==> src/rtl/aesl_axis_stall_detector.sv <==
`default_nettype none
//------------------------------------------------------------------------------
// Module   : aesl_axis_stall_detector
// Purpose  : Per-channel AXI-Stream stall detector for the co-simulation
//            deadlock-monitor tree. Each channel runs a small FSM
//            (IDLE/COUNT/BLOCKED) that declares the channel blocked once a
//            stall persists for STALL_THRESH consecutive cycles. A sticky
//            report captures the first channel to block.
// Ports    : clock           - rising-edge clock
//            reset           - asynchronous, active-low reset
//            ch_tvalid/tready- per-channel handshake observed on the DUT
//            inst_idle       - DUT ap_idle; forces every channel to IDLE
//            clr_first       - synchronous clear of the sticky report
//            axis_block_sigs - registered per-channel blocked flags
//            any_block       - registered OR of axis_block_sigs
//            first_block_vld - sticky: some channel has entered BLOCKED
//            first_block_ch  - lowest index that entered on that edge
//            stall_events    - saturating count of BLOCKED entries
//                              (only with AESL_STALL_STATS_EN)
// Options  : AESL_STALL_STATS_EN - adds the stall_events counter/port
// Revision : 1.0 - initial release
//------------------------------------------------------------------------------
module aesl_axis_stall_detector #(
  parameter int                NUM_CH       = 2,
  parameter int                STALL_THRESH = 16,
  parameter int                CNT_W        = 16,
  parameter logic [NUM_CH-1:0] CH_IS_INPUT  = 2'b01
) (
  input  logic                                      clock,
  input  logic                                      reset,
  input  logic [NUM_CH-1:0]                         ch_tvalid,
  input  logic [NUM_CH-1:0]                         ch_tready,
  input  logic                                      inst_idle,
  input  logic                                      clr_first,
  output logic [NUM_CH-1:0]                         axis_block_sigs,
  output logic                                      any_block,
  output logic                                      first_block_vld,
`ifdef AESL_STALL_STATS_EN
  output logic [15:0]                               stall_events,
`endif
  output logic [((NUM_CH > 1) ? $clog2(NUM_CH) : 1)-1:0] first_block_ch
);

  localparam int               CH_W     = (NUM_CH > 1) ? $clog2(NUM_CH) : 1;
  localparam logic [CNT_W-1:0] c_thresh = CNT_W'(STALL_THRESH);
  localparam logic [CNT_W-1:0] c_one    = CNT_W'(1);

  typedef enum logic [1:0] {
    S_IDLE    = 2'd0,
    S_COUNT   = 2'd1,
    S_BLOCKED = 2'd2
  } state_t;

  logic [NUM_CH-1:0] w_enter;     // channel transitions into BLOCKED this edge
  logic [NUM_CH-1:0] w_blk_next;  // channel will be BLOCKED after this edge
  logic [CH_W-1:0]   w_low_idx;

  generate
    for (genvar g = 0; g < NUM_CH; g++) begin : g_ch
      state_t           r_state;
      logic [CNT_W-1:0] r_cnt;
      logic             r_blk;
      logic             w_stall;
      logic             w_hit;
      logic [CNT_W-1:0] w_cnt_inc;

      // Consumer side is starved when ready waits on valid; producer side is
      // back-pressured when valid waits on ready.
      assign w_stall   = CH_IS_INPUT[g] ? (ch_tready[g] & ~ch_tvalid[g])
                                        : (ch_tvalid[g] & ~ch_tready[g]);
      assign w_cnt_inc = r_cnt + c_one;

      // Threshold reached by the stall sampled on this edge. From IDLE the
      // count would become 1, so only a threshold of 1 hits there.
      always_comb begin
        w_hit = 1'b0;
        case (r_state)
          S_IDLE:  w_hit = (c_thresh == c_one);
          S_COUNT: w_hit = (w_cnt_inc == c_thresh);
          default: w_hit = 1'b0;
        endcase
      end

      assign w_enter[g]    = ~inst_idle & w_stall & w_hit;
      assign w_blk_next[g] = ~inst_idle & w_stall & (w_hit | (r_state == S_BLOCKED));

      always_ff @(posedge clock or negedge reset) begin
        if (!reset) begin
          r_state <= S_IDLE;
          r_cnt   <= '0;
          r_blk   <= 1'b0;
        end else if (inst_idle || !w_stall) begin
          r_state <= S_IDLE;
          r_cnt   <= '0;
          r_blk   <= 1'b0;
        end else begin
          case (r_state)
            S_IDLE, S_COUNT: begin
              if (w_hit) begin
                r_state <= S_BLOCKED;
                r_cnt   <= c_thresh;
                r_blk   <= 1'b1;
              end else begin
                r_state <= S_COUNT;
                r_cnt   <= (r_state == S_IDLE) ? c_one : w_cnt_inc;
                r_blk   <= 1'b0;
              end
            end
            S_BLOCKED: begin
              // Counter parks at the threshold; it never wraps.
              r_state <= S_BLOCKED;
              r_cnt   <= c_thresh;
              r_blk   <= 1'b1;
            end
            default: begin
              r_state <= S_IDLE;
              r_cnt   <= '0;
              r_blk   <= 1'b0;
            end
          endcase
        end
      end

      assign axis_block_sigs[g] = r_blk;
    end
  endgenerate

  // Lowest entering index: scan high to low so the lowest match is last.
  always_comb begin
    w_low_idx = '0;
    for (int i = NUM_CH - 1; i >= 0; i--) begin
      if (w_enter[i]) w_low_idx = CH_W'(i);
    end
  end

  always_ff @(posedge clock or negedge reset) begin
    if (!reset) begin
      any_block <= 1'b0;
    end else begin
      any_block <= |w_blk_next;
    end
  end

  // A new entry on the clearing edge re-arms the report rather than losing it.
  always_ff @(posedge clock or negedge reset) begin
    if (!reset) begin
      first_block_vld <= 1'b0;
      first_block_ch  <= '0;
    end else if ((|w_enter) && (!first_block_vld || clr_first)) begin
      first_block_vld <= 1'b1;
      first_block_ch  <= w_low_idx;
    end else if (clr_first) begin
      first_block_vld <= 1'b0;
      first_block_ch  <= '0;
    end
  end

`ifdef AESL_STALL_STATS_EN
  logic [16:0] w_nent;
  logic [16:0] w_sum;

  always_comb begin
    w_nent = '0;
    for (int i = 0; i < NUM_CH; i++) begin
      w_nent = w_nent + {16'd0, w_enter[i]};
    end
  end

  assign w_sum = {1'b0, stall_events} + w_nent;

  always_ff @(posedge clock or negedge reset) begin
    if (!reset) begin
      stall_events <= '0;
    end else if (clr_first) begin
      stall_events <= w_nent[16] ? 16'hFFFF : w_nent[15:0];
    end else begin
      stall_events <= w_sum[16] ? 16'hFFFF : w_sum[15:0];
    end
  end
`endif

endmodule
`default_nettype wire

==> config.mk <==
export PLATFORM = sky130hd
export DESIGN_NAME = aesl_axis_stall_detector
export DESIGN_NICKNAME = d
export VERILOG_FILES = /design/src/rtl/aesl_axis_stall_detector.sv
export SDC_FILE = /design/constraint.sdc
export NUM_CORES = 1
export LEC_CHECK = 0
export ABC_AREA = 1
export CAP_MARGIN = 20
export CORE_AREA = 2 2 69 71
export DETAILED_ROUTE_END_ITERATION = 8
export DIE_AREA = 0 0 71 73
export DONT_BUFFER_PORTS = 1
export GPL_ROUTABILITY_DRIVEN = 0
export PLACE_DENSITY = 0.73
export SYNTH_ARGS = -nofsm -noshare
export SYNTH_HDL_FRONTEND = slang
export SYNTH_SLANG_ARGS = --single-unit
==> constraint.sdc <==
create_clock -name clock -period 2 [get_ports clock]
set_clock_uncertainty 0.05 [all_clocks]
set_input_delay 0.2 -clock clock [delete_from_list [all_inputs] [get_ports clock]]
set_output_delay 0.2 -clock clock [all_outputs]
set_load 0.02 [all_outputs]
==> metrics <==
outcome finished, violations left; violated checks hold timing, setup timing; Simple-Gate Fraction of Synth Area 41.83%; Synth Instances 350; # fillers 333; max cap viols 0; critical path class reg2reg; IO Count 13; Seq/Total Area, Yosys 40.48%; synthesized-area fraction occupied by adder cells 2.076%; metal2 WL 3446 um; Slew Limit Headroom 52.68%; 1st-iter DRT viols 117; P_int 0.001049 W; syn_nets 362; Max Slew Vio Count 0; Placement Cell Area between 0.002 and 0.003 mm2; final core utilization 71.83%; DR DRC count 0; uppermost layer routed met4; die height 73 um; GRT Util Overall 22.83%; Period minus WS final ~2.1 ns; Routed WL 6383 um; Final Cycle Share 104.7%; XOR/XNOR share of the synthesized area 1.816%; CP peak stage delay 0.40 ns; Final HPWL DP 3867 um; number of synthesized flops with an enable pin 0; Switching Fraction roughly a quarter; fin nets 405; Detail Route Antenna Nets 0; setup repair after global routing missed its margin yes; actual slew at the worst max-slew pin 0.7090 ns; largest family of logic cells by synthesized area simple AND/OR/NAND/NOR gates; Post-Syn Area approximately 0.0024 mm2; Critical Path Slowest Stage Cell dfrtp_1; Worst IR Drop VDD 0.0003269 V; met3 wire len 177 um; # setup viols final 31; Register Area slightly below 0.001 mm2; Compound-Gate Fraction of Synth Area roughly 3.5%; gr ovfl total 0; crit-path cells buf_6 > nand2_4 > nor2_4 > nand2_4 > o21ai_2 > nand2_1 > nor2_2 > nand2_1 > nor2_2 > and2_4 > buf_8 > nor3b_2; pwr dens 421.5 mW/mm2; Vias 2,351; row count 25; Sink Count 39; final-report hold violation count 1; Via density between 5 and 6; Switching Power 0.0003238 W; met1 WL between 2000 and 3000 um; first-pass GRT wire length 9259 um; Post-synth top cells 106 x nand2_1, 60 x nor2_1, 52 x inv_1; Max Freq around 0.48 GHz; Worst Hold Slack -0.004083 ns; area of the multi-input gates between 0.0015 and 0.002 mm2; H-tree Lvls 2; top-count cell post-synth nand2_1; Worst setup SP type register; Wirelength per Cell 14.25 um; Synth top area share 40.48%; pin count of the biggest net entering global routing 40; CTS Buf Count 5; design area 0.003258 mm2; fin cells 448; setup ws final -0.09459 ns; PortBufs 0; Area Growth Syn to Fin 35.13%; CTS clk-pin slew, worst paths around 0.080 ns; Overall Power ~0.0014 W; crit path DAT ~2.2 ns; Root Buffer clkbuf_8; Comb pwr share under 10%; Yosys reg bits 39; required time of the worst setup path ~2.1 ns; Avg Inst Size Synth between 6 and 7 um2; Ant. Diodes 0; CTS tree done; placed cells 422; cell taking the most area after synthesis dfrtp_1; layout cells sized above 1 35.28%; Core Area 0.004536 mm2; Clk pwr share between 30% and 40%; drt first pass iters 4; initial antenna violation count 0; vias in the first global route 2,123; Crit Path Max Fanout 7; Reg power frac 57.9%; Yosys warning total 0; Leakage Power 1.469 nW; multiplexer share of the synthesized area 0%; CP Capture Type register; clock buffer depth 2; Die ar. roughly 0.0052 mm2; fraction of registers with async set/reset 100.0%; worst hold path type in2reg; Cell variety after synth 26; predominant post-synthesis flop cell dfrtp_1; Die Width 71 um; Synth area leaders dfrtp_1 40%, nand2_1 17%, nor2_1 9.3%, inv_1 8.1%, nand3_1 5.6%; initial core utilization 53.16%; worst skew pair latency 0.30 ns
==> cells in the final DEF (no fill, tap or decap), drive strengths merged, types with 8 or more instances in the layout <==
| cell | count |
|---|---|
| o21ai | 8 |
| nand2 | 109 |
| buf | 40 |
| nand3 | 27 |
| dfrtp | 39 |
| nor3 | 9 |
| nand4 | 8 |
| inv | 52 |
| nor2 | 64 |
==> sequential cells by signal (all words and copies together), names as in the netlist <==
name and count:
g_ch.r_cnt 32, g_ch.r_blk 2, g_ch.r_state 2, any_block 1, first_block_ch 1, first_block_vld 1
==> power by group through the flow <==
stage | registers (W) | logic (W) | clock network, W
finish | 0.000795 | 0.0000470 | 0.000531
global route | 0.000795 | 0.0000531 | 0.000578
CTS | 0.000793 | 0.0000424 | 0.000546
detailed placement | 0.000809 | 0.0000171 | 0
global placement | 0.000809 | 0.0000166 | 0
floorplan | 0.000810 | 0.0000114 | 0
==> per-layer routing <==
metal,GRT usage (%),vias to the layer above
li1,-,1169
met1,28.17,1128
met2,38.42,36
met3,4.834,18
met4,10.69,0
met5,0,-
==> critical path: cells and delay by family, from the launching register on <==
kind | cells | cell delay [ns]
flip-flops | 1 | 0.40
buffers and inverters | 2 | 0.28
AND/OR/NAND/NOR | 9 | 1.07
AO/OA/AOI/OAI | 1 | 0.13
==> path summary, 6_finish.rpt <==
| check | start | endpoint | slack (ns) | depth (start not counted) |
|---|---|---|---|---|
| worst min register to register | g_ch[1].r_state[0] | g_ch[1].r_cnt[0] | 0.44 | 1 |
| max in group asynchronous | reset | g_ch[0].r_cnt[2] | 1.36 | 2 |
| min in group asynchronous | reset | first_block_vld | 0.32 | 2 |
| worst max-delay path | g_ch[0].r_cnt[1] | g_ch[0].r_cnt[8] | -0.09 | 12 |
| worst min-delay path | clr_first | first_block_ch | -0.004 | 3 |
| worst max register to register | g_ch[0].r_cnt[1] | g_ch[0].r_cnt[8] | -0.09 | 12 |
==> kinds of logic after synthesis <==
family	Yosys count
buf+inv	58
fa+ha+maj	4
xor+xnor	5
simple gates	228
compound gates	16
flops	39
==> stage by stage <==
step | TNS, ns | setup slack (ns)
floorplan | 0 | 0.07011
global placement | -3.184 | -0.1704
detailed placement | -5.204 | -0.2465
CTS | -0.01385 | -0.01356
global route | -4.988 | -0.2132
finish | -1.117 | -0.09459
==> repair_timing <==
action | 4_1_cts | 5_1_grt
endpoints found under the setup margin | 37 | 38
resized for setup | 31 | 84
buffers inserted | 7 | 8
gates cloned | 1 | 0
endpoints found under the hold margin | 40 | 0
pin swaps | 17 | 38
hold buffers | 2 | 0
==> layout make-up <==
type | instances | area share [%]
clock buffer | 6 | 2.227
multi-input combinational | 254 | 48.62
clock inverter | 2 | 0.3840
inverter | 52 | 5.991
sequential | 39 | 29.99
tap | 54 | 2.074
timing repair buffer | 41 | 10.71
Power figures use the tool's default switching activity.
==> RTL edit (same settings) <==
Change the parameter `NUM_CH` from 2 to 1.
--- a/src/rtl/aesl_axis_stall_detector.sv
+++ b/src/rtl/aesl_axis_stall_detector.sv
@@ -21,7 +21,7 @@
 // Revision : 1.0 - initial release
 //------------------------------------------------------------------------------
 module aesl_axis_stall_detector #(
-  parameter int                NUM_CH       = 2,
+  parameter int                NUM_CH       = 1,
   parameter int                STALL_THRESH = 16,
   parameter int                CNT_W        = 16,
   parameter logic [NUM_CH-1:0] CH_IS_INPUT  = 2'b01
Interface: changed (resized axis_block_sigs, ch_tready and ch_tvalid); port bits go from 13 to 10. No check against the original RTL was run, so the function may have changed too.
==> RTL edit against the original RTL <==
Total power down 40%; sequential cell count down 19; synthesized area down 47%; wire length down 58%; design area down 55%; critical path depth unchanged; worst setup slack better by 0.22 ns; count of clock-buffer cells in the layout down 3.
==> RTL edit: results <==
[cells_and_area]
multi_input_gates = 136
inv_count = 35
post-route-cell-area_um2 = 1481
finish.net_count = 208
fillers = 473
seq_cell_count = 20
largest_register_ff_count = 16
post_route_cells_drive_above_1_share_pct = 12.06
multi_input_logic_portion_of_the_cell_area_pct = 45.61
clock_cell_area_share_pct = 4.814
buf_share_pct = 2.196
final.signal_buffer_count = 4
sh_seq_area_pct = 33.95

[clock_tree]
insertion_delay_ns = 0.26

[outcome]
run_status = completed

[grt]
grt_start_max_net_pins = 21
first_global_vias = 1073
grtUsageMet2_pct = 19.00
globalRouteMet1Util_pct = 14.29
global_route_wire_length_before_repair_um = 4629
grt_util_all_layers_pct = 11.22

[placed_design]
placedCellCount = 245
detailedPlacementHpwl_um = 2122

[logic_synthesis]
netlist_top_cells_count = sky130_fd_sc_hd__nand2_1, sky130_fd_sc_hd__nor2_1, sky130_fd_sc_hd__inv_1, sky130_fd_sc_hd__dfrtp_1, sky130_fd_sc_hd__nand3_1
post_synth.cell_area_avg_um2 = 6.667
synth_sequential_area_ratio_pct = 39.10
synth_unique_cells = 20

[power]
cellLeakagePower_nw = 0.6889
switching_power_mw = 0.1485

[routing]
detail_route.vias_per_cell = 4.553
routedLengthMet1_um = 1287
initial_drt_markers = 27

[critical_path]
cp.arrival_ns = 1.97
max_incr_delay_on_cp_ns = 0.37
-- RTL edit: cell types whose count changed after synthesis, sizes merged, moves of 5 or more --
cell   delta
nand3     -8
nor2     -24
inv      -17
dfrtp    -19
a21oi     -5
nand2    -55
nor3b     -6
nor3      -7
-- RTL edit: cells by family after synthesis --
kind of cell | synth area share [%]
flops | 39.10
buf+inv | 11.73
compound gates | 3.323
fa+ha+maj | 1.955
simple gates | 43.60
other cells | 0.2930
-- RTL edit: power groups by stage --
stage | clock network (mW) | registers, mW | logic [mW]
floorplan | 0 | 0.415 | 0.0110
global placement | 0 | 0.415 | 0.0134
finish | 0.397 | 0.406 | 0.0240
detailed placement | 0 | 0.415 | 0.0137
CTS | 0.399 | 0.406 | 0.0230
global route | 0.417 | 0.406 | 0.0276
-- RTL edit: timing repair --
item	CTS	global route
resized for setup	0	12
setup endpoints to repair	0	18
buffers inserted	0	2
hold endpoints to repair	20	0
hold buffers	1	0
-- RTL edit: path summary, 6_finish.rpt --
path | depth (start not counted) | slack (ns) | startpoint | to
max | 12 | 0.13 | g_ch[0].r_cnt[0]$_DFF_PN0_ | g_ch[0].r_cnt[9]$_DFF_PN0_
max reg2reg | 12 | 0.13 | g_ch[0].r_cnt[0]$_DFF_PN0_ | g_ch[0].r_cnt[9]$_DFF_PN0_
max in group asynchronous | 1 | 0.85 | reset | g_ch[0].r_cnt[2]$_DFF_PN0_
min | 3 | 0.06 | clr_first | first_block_vld$_DFFE_PN0P_
min reg2reg | 3 | 0.52 | g_ch[0].r_state[0]$_DFF_PN0_ | g_ch[0].r_cnt[0]$_DFF_PN0_
min in group asynchronous | 1 | 0.45 | reset | g_ch[0].r_cnt[9]$_DFF_PN0_
